`src/rtl/wb_regfile.sv`:
```
// -----------------------------------------------------------------------------
// wb_regfile
//
// Write-back stage plus the 32 x 32-bit general-purpose register file of the
// five-stage pipeline.  The write-back value is chosen between the ALU result
// and the load data. It is committed to the register file on the rising edge.
// Two combinational read ports serve the ID stage. A write in flight is
// bypassed onto a read port that addresses the same register, so ID sees it in
// the same cycle.  A free-running counter records every committed write.
//
// Ports
//   clock   in   1   system clock, all state updates on the rising edge
//   reset   in   1   synchronous active-high reset (clears regs and counter)
//   wwreg   in   1   write-back enable from MEM/WB
//   wm2reg  in   1   1 = write load data (wdata), 0 = write ALU result (wr)
//   wrd     in   5   destination register index
//   wr      in  DW   ALU result from MEM/WB
//   wdata   in  DW   load data from MEM/WB
//   rna     in   5   read port A index
//   rnb     in   5   read port B index
//   qa      out DW   read port A data (write-first bypass)
//   qb      out DW   read port B data (write-first bypass)
//   wres    out DW   selected write-back value, also fed to forwarding muxes
//   wcount  out 32   number of committed writes to registers r1..r31
// -----------------------------------------------------------------------------
module wb_regfile #(
    parameter int NREG = 32,
    parameter int DW   = 32
) (
    input  logic          clock,
    input  logic          reset,
    input  logic          wwreg,
    input  logic          wm2reg,
    input  logic [4:0]    wrd,
    input  logic [DW-1:0] wr,
    input  logic [DW-1:0] wdata,
    input  logic [4:0]    rna,
    input  logic [4:0]    rnb,
    output logic [DW-1:0] qa,
    output logic [DW-1:0] qb,
    output logic [DW-1:0] wres,
    output logic [31:0]   wcount
);

    localparam int AW = 5;

    // Register storage.  Entry 0 exists only to keep indexing simple; it is
    // held at zero and never read, since index 0 is decoded to a constant.
    logic [DW-1:0]   regs_reg [NREG];
    logic [31:0]     wcount_reg;
    logic [31:0]     wcount_next;

    logic            we_eff;
    logic [NREG-1:0] wsel;

    // -------------------------------------------------------------------------
    // Write-back select and commit qualification
    // -------------------------------------------------------------------------
    assign wres = wm2reg ? wdata : wr;

    // Reset suppresses the commit so a write presented alongside reset is
    // dropped, neither stored nor counted, and also not bypassed to the reads.
    assign we_eff = wwreg & (wrd != '0) & ~reset;

    // One-hot write select per register.  Bit 0 is tied low so r0 can never
    // be written.
    assign wsel[0] = 1'b0;
    generate
        for (genvar gi = 1; gi < NREG; gi++) begin : g_wsel
            assign wsel[gi] = we_eff && (wrd == AW'(gi));
        end
    endgenerate

    // -------------------------------------------------------------------------
    // Register storage
    // -------------------------------------------------------------------------
    always_ff @(posedge clock) begin
        if (reset) begin
            for (int i = 0; i < NREG; i++) begin
                regs_reg[i] <= '0;
            end
        end else begin
            for (int i = 1; i < NREG; i++) begin
                if (wsel[i]) begin
                    regs_reg[i] <= wres;
                end
            end
        end
    end

    // -------------------------------------------------------------------------
    // Committed-write counter.  It wraps silently at the top of its range.
    // -------------------------------------------------------------------------
    always_comb begin
        wcount_next = wcount_reg;
        if (we_eff) begin
            wcount_next = wcount_reg + 32'd1;
        end
    end

    always_ff @(posedge clock) begin
        if (reset) begin
            wcount_reg <= '0;
        end else begin
            wcount_reg <= wcount_next;
        end
    end

    assign wcount = wcount_reg;

    // -------------------------------------------------------------------------
    // Read ports.  Index 0 returns zero. This takes priority over the bypass,
    // although we_eff is already low for wrd == 0.  Otherwise a same-cycle
    // commit to the addressed register is returned ahead of the stored value.
    // -------------------------------------------------------------------------
    function automatic logic [DW-1:0] read_port(input logic [AW-1:0] idx);
        logic [DW-1:0] val;
        val = '0;
        if (idx == '0) begin
            val = '0;
        end else if (we_eff && (wrd == idx)) begin
            val = wres;
        end else begin
            val = regs_reg[idx];
        end
        return val;
    endfunction

    always_comb begin
        qa = read_port(rna);
        qb = read_port(rnb);
    end

endmodule

```
`config.mk`:
```
export PLATFORM = sky130hd
export DESIGN_NAME = wb_regfile
export DESIGN_NICKNAME = d
export VERILOG_FILES = /design/src/rtl/wb_regfile.sv
export SDC_FILE = /design/constraint.sdc
export NUM_CORES = 2
export LEC_CHECK = 0
export BUFFER_PORTS_ARGS = -buffer_cell sky130_fd_sc_hd__buf_2
export CORE_ASPECT_RATIO = 1.5
export CORE_UTILIZATION = 60
export CTS_CLUSTER_SIZE = 14
export DETAILED_ROUTE_END_ITERATION = 7
export PLACE_DENSITY_LB_ADDON = 0.12
export SYNTH_ARGS = -nofsm -noshare
export SYNTH_HDL_FRONTEND = slang
export SYNTH_SLANG_ARGS = --single-unit
export TNS_END_PERCENT = 50
```
`constraint.sdc`:
```
create_clock -name clock -period 6.1 [get_ports clock]
set_clock_uncertainty 0.15 [all_clocks]
set_input_delay 0.61 -clock clock [delete_from_list [all_inputs] [get_ports clock]]
set_output_delay 0.61 -clock clock [all_outputs]
set_load 0.1 [all_outputs]
```
==> flow_summary_export.csv <==
group,metric,value,unit
yosys,synth_area_per_cell,15.1,µm²
yosys,syn_inst,3404,
cells_and_area,fin_nets,3595,
yosys,yosys.cell_count.top_type,"edfxtp_1",
timing,hold_slack,157,ps
clock_tree,cts.repair.resized,0,
floorplan,num_rows,131,
global_route,grt_remaining_overflow,0,
routing,wl_per_cell,39.7,µm
global_route,antenna_found_initial,9,
global_route,grt_usage,0.439,
yosys,ys_ff_latch,1024,
floorplan,die_y,360,µm
floorplan,core_area,84900,µm²
timing,slew_headroom,0.0921,
clock_tree,cts_tree,"built",
yosys,synth-seq-area-share,0.593,
yosys,syn_area,51300,µm²
placement,numPlacedInstances,4543,
power,ir_drop,0.262,mV
routing,wl,188,mm
clock_tree,postCtsSetupBuffers,0,
clock_tree,root_buffer,"clkbuf_16",
timing,setup_tns,0,ps
global_route,use_met3,0.141,
setup_path,end_kind,"output pin",
cells_and_area,regArea,30400,µm²
floorplan,initial_core_util,0.605,
yosys,synth_common_cells,"edfxtp_1 (992), nor2_1 (658), mux4_2 (436), clkbuf_1 (213), o22ai_1 (140)",
setup_path,crit_required,5340,ps
setup_path,worstRegToRegCells,5,
outcome,violations,"DRC",
min_path,min_from,"reset",
timing,finalHoldViolCount,0,
clock_tree,cts-hold-fix-buffers,0,
routing,first_pass_iters,8,
cells_and_area,instances_no_fill,4720,
yosys,synth_area_leader_cell,"edfxtp_1",
yosys,netlist-cell-type-count,64,
clock_tree,cts_buffer_depth,3,
setup_path,critical_path_class,"input pin to output pin",
floorplan,die_w,241,µm
yosys,synth_top_flop_cell,"edfxtp_1",
yosys,synth.area.top_cells,"edfxtp_1 (58%), mux4_2 (19%), nor2_1 (4.8%)",
min_path,min_path_type,"input pin to flop",
clock_tree,path_clk_slew,60,ps
placement,dp_hpwl,114,mm
setup_path,rr_endpoint,"wcount[31]",
global_route,busiest_layer,"met2",
power,p_per_area,310,nW/µm²
global_route,grt_use_met2,0.669,
placement,finalWeightedCongestion,0.915,
placement,port_buffers,210,
yosys,async_flop_share,0,
routing,route.antenna.remaining_nets,0,
clock_tree,h-tree-depth,3,
setup_path,r2r_start,"wcount[11]",
cells_and_area,multi_input_area,19400,µm²
timing,fin_crit,5070,ps
global_route,grt_pass1_vias,36800,
yosys,synth_edf_count,992,
cells_and_area,largest_reg_flops,992,
min_path,holdPathStages,2,
min_path,whs_endpoint,"wcount[19]",
setup_path,crit_fanout,31,
setup_path,critPathArrivalTime,4310,ps
cells_and_area,drive_above_1_share,0.318,
routing,vias,36400,
global_route,met1_usage,0.514,
setup_path,r2r_slack,3460,ps
yosys,synth_top_area_frac,0.580,
cells_and_area,nFillCells,6000,
clock_tree,clk_latency,710,ps
yosys,synth_warnings,0,
timing,slew_viol_final,0,
clock_tree,cts_sinks,1024,
global_route,grt_max_degree,84,
outcome,status,"complete, but fails checks",
job,cap_violations,0,
setup_path,cp-startpoint,"rnb[4]",
power,p_leak,19.6,nW
setup_path,cp-start-kind,"input pin",
routing,drcViolationCount,1,
floorplan,die_area,86800,µm²
timing,period_share,0.832,
timing,worst_pin_slew,1340,ps
floorplan,ios,211,
clock_tree,numCtsBuffers,96,
global_route,grt_pass1_wl,261,mm
routing,drt_iter0_drc,5594,
timing,rsz0062_at_grt,"false",
yosys,synthesis.nets,3488,
timing,setup_viol,0,
cells_and_area,area_growth,10.9,%
routing,vias_per_cell,7.71,
timing,timing.fmax,197,MHz
-- worst max-delay path, cell delays in order --
cell and delay, ps:
buf_2 750, xnor2_1 200, nand4_1 250, o31a_2 720, o21a_1 260, a2111oi_2 880
buf_2 580
-- through the flow --
| step | area (µm²) | power, mW | util | worst slack (ps) |
|---|---|---|---|---|
| after floorplan | 51300 | 10.6 | - | 211 |
| after global placement | 53800 | 11.5 | 0.634 | 1310 |
| after detailed placement | 53800 | 11.6 | 0.634 | 1230 |
| after CTS | 56900 | 17.5 | 0.670 | 1210 |
| after global routing | 56900 | 18.0 | 0.670 | 1090 |
| final | 56900 | 17.7 | 0.670 | 1030 |
-- placed cells by master (no fill, tap or decap), drive strengths merged, types with 13 or more instances in the layout --
cell	instances
o22ai	140
nand2	58
nand2b	39
dfxtp	32
clkinv	31
nor4	13
nand3	13
a221oi	79
edfxtp	992
mux4	436
mux2i	106
inv	78
a21oi	42
nor3	64
buf	356
xnor2	28
a2111oi	31
clkbuf	132
nor2	658
mux2	87
a211oi	25
o21a	31
a21o	14
a22oi	14
-- layout make-up --
cell class | instances | share of cell area
multi-input combinational | 1957 | 0.340
clock inverter | 43 | 0.00682
timing repair buffer | 357 | 0.0408
sequential | 1024 | 0.535
inverter | 75 | 0.00495
antenna | 3 | 0.000132
clock buffer | 131 | 0.0475
tap | 1130 | 0.0248
-- per-layer routing --
metal | vias to the layer above | wire length [µm]
met4 | 10 | 16900
met3 | 944 | 26800
met1 | 18300 | 56800
li1 | 13600 | -
met5 | - | 56
met2 | 3512 | 87000
-- where the power goes --
group / internal, mW / switching [mW] / total [mW] / leakage [nW]
sequential: 8.24 / 0.249 / 8.49 / 9.76
combinational: 0.969 / 2.11 / 3.08 / 8.34
clock: 3.39 / 2.70 / 6.09 / 1.51
-- worst max path at each step --
stage | endpoint | slack (ps) | depth (start not counted)
3_3_place_gp | qb[16] | 1310 | 8
6_report | qb[22] | 1030 | 7
2_1_floorplan | qb[31] | 210 | 6
4_1_cts | qb[31] | 1210 | 7
3_5_place_dp | qb[31] | 1230 | 7
5_1_grt | qb[31] | 1090 | 7
-- kinds of logic after synthesis --
kind of cell	Yosys count	share of synthesized area
and+or+nand+nor	887	0.0735
DFF	1024	0.593
AOI/OAI and AO/OA	405	0.0600
xor gates and xnor gates	35	0.00597
buffers and inverters	423	0.0364
adders and majority gates	1	0.000244
muxes	629	0.231
Power figures use the tool's default switching activity.
